File: src/rtl/dff_seq_ctrl_if.sv
// Bus bundle between the sequence controller and its test environment:
// pattern configuration, run control, datapath drive/return and status.
interface dff_seq_ctrl_if #(
  parameter int unsigned WIDTH = 8,
  parameter int unsigned DEPTH = 4
);
  localparam int unsigned AW = (DEPTH > 1) ? $clog2(DEPTH) : 1;

  logic             cfg_we;
  logic [AW-1:0]    cfg_addr;
  logic [WIDTH-1:0] cfg_data;
  logic [AW-1:0]    len;
  logic             start;
  logic [WIDTH-1:0] din;
  logic [WIDTH-1:0] dout;
  logic             busy;
  logic             done;
  logic             pass;
  logic [3:0]       err_cnt;

  modport slave (
    input  cfg_we, cfg_addr, cfg_data, len, start, dout,
    output din, busy, done, pass, err_cnt
  );

  modport master (
    output cfg_we, cfg_addr, cfg_data, len, start, dout,
    input  din, busy, done, pass, err_cnt
  );
endinterface

File: src/rtl/dff_seq_ctrl.sv
// Drives a stored pattern into a register datapath of latency LAT and checks
// the returned data, reporting a saturating mismatch count and pass flag.
module dff_seq_ctrl #(
  parameter int unsigned WIDTH = 8,
  parameter int unsigned DEPTH = 4,
  parameter int unsigned LAT   = 1
) (
  input  logic           clk,
  input  logic           rst,
  dff_seq_ctrl_if.slave  bus
);
  localparam int unsigned AW = (DEPTH > 1) ? $clog2(DEPTH) : 1;
  localparam int unsigned CW = 3;
  localparam int unsigned EW = 4;

  typedef enum logic [1:0] {IDLE, DRIVE, DRAIN, FIN} state_t;

  state_t           r_state;
  state_t           w_state_nxt;
  logic [WIDTH-1:0] r_pat [DEPTH];
  logic [AW-1:0]    r_len;
  logic [AW-1:0]    r_idx;
  logic [CW-1:0]    r_drn;
  logic [WIDTH-1:0] r_din;
  logic             r_din_vld;
  logic [WIDTH-1:0] r_exp [LAT];
  logic             r_vld [LAT];
  logic             r_busy;
  logic             r_done;
  logic             r_pass;
  logic [EW-1:0]    r_err;

  logic             w_accept;
  logic             w_pat_wr;
  logic [AW-1:0]    w_pat_idx;
  logic [WIDTH-1:0] w_pat_val;
  logic             w_mis;
  logic [EW-1:0]    w_err_nxt;

  // Next-state and datapath steering
  always_comb begin
    w_state_nxt = r_state;
    w_accept    = 1'b0;
    case (r_state)
      IDLE:  if (bus.start) begin
               w_state_nxt = DRIVE;
               w_accept    = 1'b1;
             end
      DRIVE: if (r_idx == r_len) w_state_nxt = DRAIN;
      DRAIN: if (r_drn == CW'(LAT - 1)) w_state_nxt = FIN;
      FIN:   w_state_nxt = IDLE;
      default: w_state_nxt = IDLE;
    endcase

    w_pat_wr  = (r_state == IDLE) && bus.cfg_we;
    w_pat_idx = w_accept ? '0 : r_idx + 1'b1;
    // A write in the accept cycle must be visible to the run it starts
    w_pat_val = (w_pat_wr && (bus.cfg_addr == w_pat_idx)) ? bus.cfg_data : r_pat[w_pat_idx];

    w_mis     = r_vld[LAT-1] && (bus.dout != r_exp[LAT-1]);
    w_err_nxt = (w_mis && (r_err != '1)) ? r_err + 1'b1 : r_err;
  end

  always_ff @(posedge clk) begin
    if (rst) r_state <= IDLE;
    else     r_state <= w_state_nxt;
  end

  // Pattern memory is deliberately not reset
  always_ff @(posedge clk) begin
    if (!rst && w_pat_wr) r_pat[bus.cfg_addr] <= bus.cfg_data;
  end

  always_ff @(posedge clk) begin
    if (rst) begin
      r_din     <= '0;
      r_din_vld <= 1'b0;
      r_busy    <= 1'b0;
      r_done    <= 1'b0;
      r_pass    <= 1'b0;
      r_err     <= '0;
      r_len     <= '0;
      r_idx     <= '0;
      r_drn     <= '0;
      for (int j = 0; j < int'(LAT); j++) begin
        r_exp[j] <= '0;
        r_vld[j] <= 1'b0;
      end
    end else begin
      r_din     <= (w_state_nxt == DRIVE) ? w_pat_val : '0;
      r_din_vld <= (w_state_nxt == DRIVE);
      r_busy    <= (w_state_nxt == DRIVE) || (w_state_nxt == DRAIN);
      r_done    <= (w_state_nxt == FIN);
      r_drn     <= (r_state == DRAIN) ? r_drn + 1'b1 : '0;

      // Expected values trail din by LAT cycles to line up with dout
      r_exp[0] <= r_din;
      r_vld[0] <= r_din_vld;
      for (int j = 1; j < int'(LAT); j++) begin
        r_exp[j] <= r_exp[j-1];
        r_vld[j] <= r_vld[j-1];
      end

      if (w_accept) begin
        r_len  <= bus.len;
        r_idx  <= '0;
        r_err  <= '0;
        r_pass <= 1'b0;
      end else begin
        r_err <= w_err_nxt;
        if (r_state == DRIVE) r_idx <= r_idx + 1'b1;
      end

      if ((r_state == DRAIN) && (w_state_nxt == FIN)) r_pass <= (w_err_nxt == '0);
    end
  end

  assign bus.din     = r_din;
  assign bus.busy    = r_busy;
  assign bus.done    = r_done;
  assign bus.pass    = r_pass;
  assign bus.err_cnt = r_err;
endmodule

File: src/flat_wrapper.sv
// flat-port wrapper written by rule: the top's interface ports become plain ports
module dff_seq_ctrl_flat 
#(
  parameter int unsigned WIDTH = 8,
  parameter int unsigned DEPTH = 4,
  parameter int unsigned LAT   = 1
)
  (clk, rst, bus_cfg_we, bus_cfg_addr, bus_cfg_data, bus_len, bus_start, bus_dout, bus_din, bus_busy, bus_done, bus_pass, bus_err_cnt);
  dff_seq_ctrl_if #(.WIDTH(WIDTH), .DEPTH(DEPTH)) bus_i ();
  input  logic clk;
  input  logic rst;
  input wire logic [$bits(bus_i.cfg_we)-1:0] bus_cfg_we;
  input wire logic [$bits(bus_i.cfg_addr)-1:0] bus_cfg_addr;
  input wire logic [$bits(bus_i.cfg_data)-1:0] bus_cfg_data;
  input wire logic [$bits(bus_i.len)-1:0] bus_len;
  input wire logic [$bits(bus_i.start)-1:0] bus_start;
  input wire logic [$bits(bus_i.dout)-1:0] bus_dout;
  output wire logic [$bits(bus_i.din)-1:0] bus_din;
  output wire logic [$bits(bus_i.busy)-1:0] bus_busy;
  output wire logic [$bits(bus_i.done)-1:0] bus_done;
  output wire logic [$bits(bus_i.pass)-1:0] bus_pass;
  output wire logic [$bits(bus_i.err_cnt)-1:0] bus_err_cnt;
  assign bus_i.cfg_we = bus_cfg_we;
  assign bus_i.cfg_addr = bus_cfg_addr;
  assign bus_i.cfg_data = bus_cfg_data;
  assign bus_i.len = bus_len;
  assign bus_i.start = bus_start;
  assign bus_i.dout = bus_dout;
  assign bus_din = bus_i.din;
  assign bus_busy = bus_i.busy;
  assign bus_done = bus_i.done;
  assign bus_pass = bus_i.pass;
  assign bus_err_cnt = bus_i.err_cnt;
  dff_seq_ctrl #(.WIDTH(WIDTH), .DEPTH(DEPTH), .LAT(LAT)) u_core (.clk(clk), .rst(rst), .bus(bus_i));
endmodule
File: config.mk
export PLATFORM = sky130hd
export DESIGN_NAME = dff_seq_ctrl_flat
export DESIGN_NICKNAME = d
export VERILOG_FILES = /design/src/rtl/dff_seq_ctrl_if.sv /design/src/rtl/dff_seq_ctrl.sv /design/src/flat_wrapper.sv
export SDC_FILE = /design/constraint.sdc
export NUM_CORES = 1
export LEC_CHECK = 0
export ABC_AREA = 1
export CORE_MARGIN = 4
export CORE_UTILIZATION = 25
export DETAILED_ROUTE_END_ITERATION = 10
export SYNTH_ARGS = -nofsm -noshare
export SYNTH_HDL_FRONTEND = slang
export SYNTH_SLANG_ARGS = --single-unit
File: constraint.sdc
create_clock -name clk -period 2.5 [get_ports clk]
set_clock_uncertainty 0.15 [all_clocks]
set_input_delay 0.625 -clock clk [delete_from_list [all_inputs] [get_ports clk]]
set_output_delay 0.625 -clock clk [all_outputs]
set_load 0.01 [all_outputs]
Word level (Yosys, flattened, before mapping)
Memory sizes are Yosys's and may differ from the RTL's. A register that Yosys moved wholly into a read port is not among the register bits.
Cells that the tools add are included.

operators by class
  mux-type cells = 19
  bitwise gates (word level) = 2
  equality and inequality tests = 9
  reduce and logical (&&, ||, !) cells = 16
  add/sub/neg operators = 3

operators with widths
  cell                                                  count
  2-to-1 mux 1 bit                                      12
  equality test 2 bit (second input constant)           4
  2-to-1 mux 2 bit                                      4
  2-to-1 mux 8 bit                                      1
  != test 8 bit                                         1
  case mux 2 bit (4 select lines)                       1
  OR reduction 8 bit                                    1
  OR reduction 2 bit                                    3
  logical AND 1 bit                                     5
  adder 4 x 1 -> 4 bit (second input constant)          1
  equality test 2 x 1 -> 1 bit (second input constant)  2
  zero test 4 bit                                       1
  2-to-1 mux 4 bit                                      1
  != test 4 bit (second input constant)                 1
  adder 3 x 1 -> 3 bit (second input constant)          1
  zero test 3 bit                                       1
  adder 2 x 1 -> 2 bit (second input constant)          1
  equality test 2 bit                                   1
  zero test 2 bit                                       1
  inverter 1 bit                                        2
  nonzero test 2 bit                                    1
  zero test 1 bit                                       1
  logical OR 1 bit                                      1
  OR reduction 1 bit                                    1

storage, ports and cells
  bits in registers = 17
  memories = 3
  logic and storage cells = 61
  output and inout port bits = 15
  memory bits (writable) = 41
  input port bits = 24

memory list
  name          words  bits a word  rd ports  clocked after Yosys merged registers in  write ports  RTL line            RTL
  u_core.r_pat  4      8            1         1                                        1            dff_seq_ctrl.sv:20  logic [WIDTH-1:0] r_pat [DEPTH];
  u_core.r_exp  1      8            1         0                                        1            dff_seq_ctrl.sv:26  logic [WIDTH-1:0] r_exp [LAT];
  u_core.r_vld  1      1            1         0                                        1            dff_seq_ctrl.sv:27  logic r_vld [LAT];

Depth between registers and ports, before layout
Gate-level depths: netlist of the first run.

  word-level depth = 6
  gate-level depth with buffers = 13
  depth with buffers taken out = 13

Least setup slack after synthesis of the first run
No wires, ideal clock.

  path type = input to register
  start point = input port rst
  end point = memory u_core.r_pat[1][0], enable pin
  arrival time = 1.513 ns
  stages = 3
  data required time = 1.967 ns
  slack = 0.454 ns
  library setup time = 0.383 ns
  path through = inv_1 -> nand3_1 -> nor3_1

between the ends
  word-level cells in the longest chain between the ends = 4

RTL lines
  element                                 RTL line            RTL
  start: declaration                      flat_wrapper.sv:11  input logic rst;
  zero test 1 bit                         dff_seq_ctrl.sv:71  if (!rst && w_pat_wr) r_pat[bus.cfg_addr] <= bus.cfg_data;
  logical AND 1 bit                       dff_seq_ctrl.sv:71
  2-to-1 mux 1 bit                        dff_seq_ctrl.sv:71
  2-to-1 mux 1 bit (not written as such)  dff_seq_ctrl.sv:71
  end: declaration                        dff_seq_ctrl.sv:20

Every way passes these cells.

Worst setup path in the final report of the first run
  start point = input port bus_start
  end point = register u_core.r_din[7] (netlist: u_core.bus.din[7]), read port of u_core.r_pat

between the ends
  word-level cells in the longest chain between the ends = 5

RTL lines
  element                              RTL line            RTL
  start: declaration                   flat_wrapper.sv:16  input wire logic [$bits(bus_i.start)-1:0] bus_start;
  2-to-1 mux 2 bit                     dff_seq_ctrl.sv:45  IDLE: if (bus.start) begin
  case mux 2 bit (4 select lines)      dff_seq_ctrl.sv:44  case (r_state)
  equality test 2 x 1 -> 1 bit         dff_seq_ctrl.sv:90  r_din <= (w_state_nxt == DRIVE) ? w_pat_val : '0;
  inverter 1 bit (no source line)      -
  OR reduction 2 bit (no source line)  -
  end: declaration                     dff_seq_ctrl.sv:24  logic [WIDTH-1:0] r_din;

Parallel ways exist; a longest one is shown, timed or not.
A chain may end at the register's enable or synchronous reset.

==> impl_metrics.py, run 1 <==
metrics = {
    "cts": {
        "cts_resized": 0,
        "numCtsBuffers": 9,
        "htreeDepth": 3,
        "holdBufCountCts": 0,
        "cts.root.buffer_cell": "clkbuf_8",
        "clk_latency_ps": 330,
        "cts_tree": "yes",
        "clock-sinks": 66,
        "clock_path_buffers": 2,
        "cts_setup_buffers": 0,
        "clk_pin_slew_ps": 70,
    },
    "critical_path": {
        "arrival_ps": 2220,
        "r2r_end": "u_core.bus.din[3]$_SDFF_PP0_",
        "regToRegStartpoint": "u_core.r_drn[0]$_SDFF_PP0_",
        "worstSetupEndpointType": "flip-flop",
        "path_class": "in -> reg",
        "cp_max_fo": 14,
        "cp-start-kind": "input pin",
        "r2r_cells": 11,
        "r2r_setup_slack_ps": 510,
        "crit_required_ps": 2610,
    },
    "power": {
        "p_sw_share_pct": 28.0,
        "total_power_mw": 2.93,
        "p_int_mw": 2.11,
        "p_comb_share_pct": 23.6,
        "ir_drop_mv": 0.279,
        "leakagePower_nw": 1.36,
        "clkPwrFrac_pct": 32.0,
        "pwr-share-seq_pct": 44.4,
        "power.net_switching_mw": 0.820,
        "power.density_mw_per_mm2": 826,
    },
    "timing": {
        "rsz0062_at_grt": "false",
        "hold_viol": 0,
        "layout_worst_path_cycle_share_pct": 84.4,
        "fmax_ghz": 0.474,
        "final_max_slew_viol_count": 0,
        "setup_violations": 0,
        "period_minus_slack_ps": 2110,
        "fin_tns_setup_ps": 0,
        "slew_headroom_pct": 80.7,
        "worstMarginPinSlew_ps": 288,
    },
    "drt": {
        "wl_per_cell_um": 12.2,
        "totalWireLength_um": 5750,
        "drt_iter0_drc": 94,
        "route.detailed.drc": 0,
        "num_vias": 1944,
        "ant_nets": 0,
        "firstDrtPassIters": 4,
        "vias_per_cell": 4.12,
    },
    "synthesis": {
        "synth_cell_types": 27,
        "yosysWarnings": 0,
        "seq_area_frac_synth_pct": 60.6,
        "synth_fp_nets": 302,
        "ys_seq_elements": 66,
        "syn-cell-area_mm2": 0.00271,
        "synth_top_area_share_pct": 35.5,
        "synth.avg_cell_area_um2": 9.93,
        "syn_inst": 273,
        "synth_top_cell_by_area": "edfxtp_1",
        "synth_area_leaders": "edfxtp_1, dfxtp_1, nand2_1",
    },
    "run": {
        "cap_violations": 0,
    },
    "hold_path": {
        "min-delay-start": "u_core.r_din_vld$_SDFF_PP0_",
        "hold_depth": 2,
        "hp-class": "reg -> reg",
        "hold_end": "u_core.r_vld[0]$_SDFF_PP0_",
    },
    "global_route": {
        "grt_pass1_vias": 1940,
        "grt_overflow": 0,
        "grt_max_degree": 17,
        "antenna_found_initial": 0,
        "grt_pass1_wl_um": 9540,
        "grt_usage_pct": 9.58,
    },
    "layout": {
        "multiInputGateArea_um2": 901,
        "mostFrequentLayoutCell": "clkdlybuf4s50_1",
        "nNetsFinal": 360,
        "fill_cells": 1086,
        "final_cell_mix": "clkdlybuf4s50_1, nand2_1, nor2_1, inv_1, dfxtp_1",
        "antennaDiodeCount": 0,
        "regArea_mm2": 0.00164,
        "drive_above_1_share_pct": 11.0,
        "syn_to_final_growth_pct": 30.8,
    },
    "place": {
        "place_hpwl_um": 4400,
        "place.gp.congestion": 0.827,
        "io_buffers": 38,
    },
    "floorplanning": {
        "initial_utilization_pct": 25.9,
        "die_w_um": 112,
        "dieArea_mm2": 0.0126,
        "dieHeight_um": 112,
        "core-area_mm2": 0.0105,
        "pin_count": 39,
        "rows": 37,
    },
    "outcome": {
        "status": "completed",
    },
}
## layout make-up
| cell class | count | share of cell area (%) |
|---|---|---|
| flip-flops and latches | 66 | 46.3 |
| multi-input cells | 165 | 25.4 |
| repair buffers | 52 | 13.7 |
| well taps | 136 | 4.80 |
| inverters | 37 | 3.92 |
| clock buffers | 10 | 3.60 |
| clock inverters | 6 | 2.29 |
## synth_stat cells
| cell | instances |
|---|---|
| nand2_2 | 3 |
| a21oi_1 | 8 |
| and2_1 | 1 |
| o21ai_2 | 2 |
| xor2_1 | 4 |
| o21ai_0 | 18 |
| nor3_1 | 5 |
| edfxtp_1 | 32 |
| nand2_1 | 37 |
| nor2_4 | 1 |
| buf_2 | 2 |
| a31oi_1 | 5 |
| inv_1 | 36 |
| nand3_1 | 6 |
| o21bai_1 | 10 |
| nand3b_1 | 1 |
| buf_6 | 1 |
| xor2_2 | 1 |
| o22ai_1 | 11 |
| xnor2_2 | 1 |
| ha_1 | 5 |
| dfxtp_1 | 34 |
| nand4_1 | 3 |
| clkbuf_1 | 2 |
| inv_2 | 1 |
| nor2_1 | 37 |
| xnor2_1 | 6 |
## per-layer routing
metal	vias up	global-route usage, %	routed length (um)
met3	5	3.72	276
met1	885	12.3	2750
li1	1022	-	-
met5	-	0	0
met4	0	3.13	38
met2	32	14.9	2690
## worst max-delay path: stages
cell	delay, ps
clkdlybuf4s50_1	490
nand2_2	90
nand2_2	170
nor2_1	60
nor3_1	220
nand2_2	210
inv_1	140
nand2_1	60
a21oi_1	150
## stage by stage
stage	utilization [%]	instance area [um2]	setup WS, ps	cells	hold slack (ps)
2_1_floorplan	-	2710	454	273	238
3_3_place_gp	31.9	3340	107	456	248
3_5_place_dp	31.9	3340	88.9	456	246
4_1_cts	33.9	3550	399	472	254
5_1_grt	33.9	3550	227	472	278
6_report	33.9	3550	391	472	253
## registers in the layout, indices dropped and copies added, names as in the netlist, 2 cells and up
| name | count |
|---|---|
| u_core.r_drn | 3 |
| u_core.r_pat | 32 |
| u_core.r_state | 2 |
| u_core.r_exp | 8 |
| u_core.r_len | 2 |
| u_core.bus.err_cnt | 4 |
| u_core.bus.din | 8 |
| u_core.r_idx | 2 |
## power by group through the flow
stage                     clock (mW)  combinational, mW  sequential [mW]
final                          0.937              0.691             1.30
after detailed placement           0              0.689             1.33
after global placement             0              0.678             1.33
after global routing            1.02              0.784             1.31
after CTS                      0.963              0.696             1.30
after floorplan                    0              0.398             1.33
## logic make-up (layout without fill, tap and decap cells)
family          after synthesis  count (layout)  share of synthesized area [%]
flops                        66              66                           60.6
xor+xnor                     12              12                           4.43
buf+inv                      42             105                           6.19
compound gates               54              54                           11.9
simple gates                 94              94                           14.6
fa+ha+maj                     5               5                           2.31
## worst max-delay path by stage
stage / from / endpoint / slack [ps] / cells past startpoint
floorplan: rst / u_core.r_pat[1][0]$_DFFE_PP_ / 450 / 3
global placement: rst / u_core.r_pat[3][5]$_DFFE_PP_ / 110 / 6
detailed placement: bus_start / u_core.bus.din[7]$_SDFF_PP0_ / 90 / 9
CTS: bus_start / u_core.bus.din[7]$_SDFF_PP0_ / 400 / 9
global route: bus_start / u_core.bus.din[7]$_SDFF_PP0_ / 230 / 9
finish: bus_start / u_core.bus.din[7]$_SDFF_PP0_ / 390 / 9
Power figures use the tool's default switching activity.
==> inputs of run 2 (changes only) <==
==> constraint.sdc (replaced) <==
create_clock -name clk -period 2.05 [get_ports clk]
set_clock_uncertainty 0.15 [all_clocks]
set_input_delay 0.5125 -clock clk [delete_from_list [all_inputs] [get_ports clk]]
set_output_delay 0.5125 -clock clk [all_outputs]
set_load 0.01 [all_outputs]
==> run 2 against run 1 <==
Compared with the run above:
- core utilization up 0.24 points
- register-to-register slack worse by 310 ps
- total power up 16%
- worst setup slack worse by 320 ps
- worst hold slack better by 3.7 ps
- clock power down 2.1%
- first-iteration DRC count down 16%
- wire length up 0.33%
- largest power group unchanged
- sequential share of layout area down 0.32 points
- highest routed layer unchanged
- sequential power up 22%
- critical path depth down 8
- cell count up 1.7%
==> impl_metrics.py, run 2 (synthesis gave the netlist of run 1 again) <==
metrics = {
    "cts": {
        "numCtsBuffers": 9,
        "cts.root.buffer_cell": "clkbuf_8",
        "clock-sinks": 66,
        "clock_path_buffers": 2,
        "clk_latency_ps": 330,
        "cts_setup_buffers": 0,
        "clk_pin_slew_ps": 70,
        "cts_tree": "yes",
        "htreeDepth": 3,
    },
    "floorplanning": {
        "pin_count": 39,
        "rows": 37,
        "die_w_um": 112,
        "core-area_mm2": 0.0105,
        "dieArea_mm2": 0.0126,
        "initial_utilization_pct": 25.9,
        "dieHeight_um": 112,
    },
    "critical_path": {
        "regToRegStartpoint": "u_core.r_state[1]$_SDFF_PP0_",
        "path_class": "reg -> out",
        "cp_num_buf_inv": 1,
        "arrival_ps": 1310,
        "critPathTopFamily": "buffers and inverters",
        "crit_required_ps": 1390,
        "cp_max_fo": 5,
        "cp-start-kind": "flip-flop",
        "crit_start": "u_core.bus.err_cnt[0]$_SDFF_PP0_",
        "path_cells": "clkdlybuf4s50_1",
        "worst_path_max_delay_cell": "clkdlybuf4s50_1",
        "worstSetupEndpointType": "output port",
        "cpPeakStageDelay_ps": 570,
    },
    "layout": {
        "syn_to_final_growth_pct": 31.8,
        "mostFrequentLayoutCell": "clkdlybuf4s50_1",
        "regMostFlops": "u_core.r_pat",
        "antennaDiodeCount": 0,
        "fill_cells": 1090,
        "layoutNonFillerInstCount": 480,
        "nNetsFinal": 368,
        "regArea_mm2": 0.00164,
        "largest_reg_flops": 32,
        "drive_above_1_share_pct": 14.0,
        "multiInputGateArea_um2": 905,
        "final_cell_mix": "clkdlybuf4s50_1, nand2_1, nor2_1, inv_1, dfxtp_1",
        "final_area_mm2": 0.00357,
    },
    "timing": {
        "final_max_slew_viol_count": 0,
        "worstMarginPinSlew_ps": 327,
        "slew_headroom_pct": 78.0,
        "layout_worst_path_cycle_share_pct": 96.4,
        "hold_ws_ps": 257,
        "hold_viol": 0,
        "period_minus_slack_ps": 1980,
        "rsz0062_at_grt": "false",
        "fmax_ghz": 0.506,
        "setup_violations": 0,
    },
    "drt": {
        "vias_per_cell": 4.19,
        "num_vias": 2013,
        "drt_iter0_drc": 79,
        "wl_per_cell_um": 12.0,
        "totalWireLength_um": 5770,
        "firstDrtPassIters": 4,
        "ant_nets": 0,
        "route.detailed.drc": 0,
    },
    "place": {
        "place_area_mm2": 0.00340,
        "place_hpwl_um": 4400,
        "place.gp.congestion": 0.845,
        "io_buffers": 38,
        "dp.cells": 464,
    },
    "global_route": {
        "antenna_found_initial": 0,
        "grt_pass1_vias": 1964,
        "grt_usage_pct": 9.24,
        "grt_overflow": 0,
        "grt_pass1_wl_um": 9130,
        "grt_max_degree": 17,
    },
    "hold_path": {
        "min-delay-start": "u_core.r_din_vld$_SDFF_PP0_",
        "hp-class": "reg -> reg",
    },
    "outcome": {
        "status": "completed",
    },
    "power": {
        "power.density_mw_per_mm2": 951,
        "ir_drop_mv": 0.306,
        "leakagePower_nw": 1.38,
        "total_power_mw": 3.39,
    },
    "run": {
        "cap_violations": 0,
    },
}
## run 2: changes by cell type in the layout (fill, tap and decap cells not counted), sizes merged
| cell | delta |
|---|---|
| buf | +8 |
| bufinv | -2 |
| clkbuf | -1 |
| clkinv | +2 |
| clkinvlp | +1 |
## run 2: worst paths after layout
path / slack, ps / to / cells past startpoint
worst max-delay path: 70 / bus_err_cnt[0] / 1
worst min-delay path: 260 / u_core.r_vld[0]$_SDFF_PP0_ / 2
worst max register to register: 200 / u_core.bus.din[7]$_SDFF_PP0_ / 9
worst min register to register: 260 / u_core.r_vld[0]$_SDFF_PP0_ / 2
## run 2: through the flow
step	utilization, %	TNS (ps)	worst slack, ps
floorplan	-	0	116
global placement	32.5	-5530	-169
detailed placement	32.5	-6000	-219
CTS	34.1	0	46.0
global route	34.1	0	0.408
finish	34.1	0	73.2
## run 2: where the power goes
| part | internal (mW) | total [mW] | switching, mW |
|---|---|---|---|
| Clock | 0.433 | 0.917 | 0.484 |
| Combinational | 0.419 | 0.888 | 0.468 |
| Sequential | 1.51 | 1.59 | 0.0792 |
## run 2: worst min-delay path, cell delays in order, from the launching register on
cell,delay (ps)
dfxtp_1,300
inv_1,40
nor2_1,30
## run 2: layer usage
layer  up-vias  global-route usage, %  wire length (um)
li1       1045                      -                 -
met1       903                   11.3              2640
met2        55                   14.5              2700
met3        10                   3.56               345
met4         0                   4.01                83
met5         -                      0                 0
## run 2: repair_timing
action,CTS,global route
hold buffers,0,0
endpoints found under the setup margin,0,6
gates resized for setup,0,2
## run 2: layout make-up
class / instances / share of cell area [%]
tap: 136 / 4.77
inverter: 37 / 3.89
clock buffer: 9 / 3.47
multi-input combinational: 165 / 25.3
sequential: 66 / 46.0
clock inverter: 7 / 1.30
timing repair buffer: 60 / 15.3
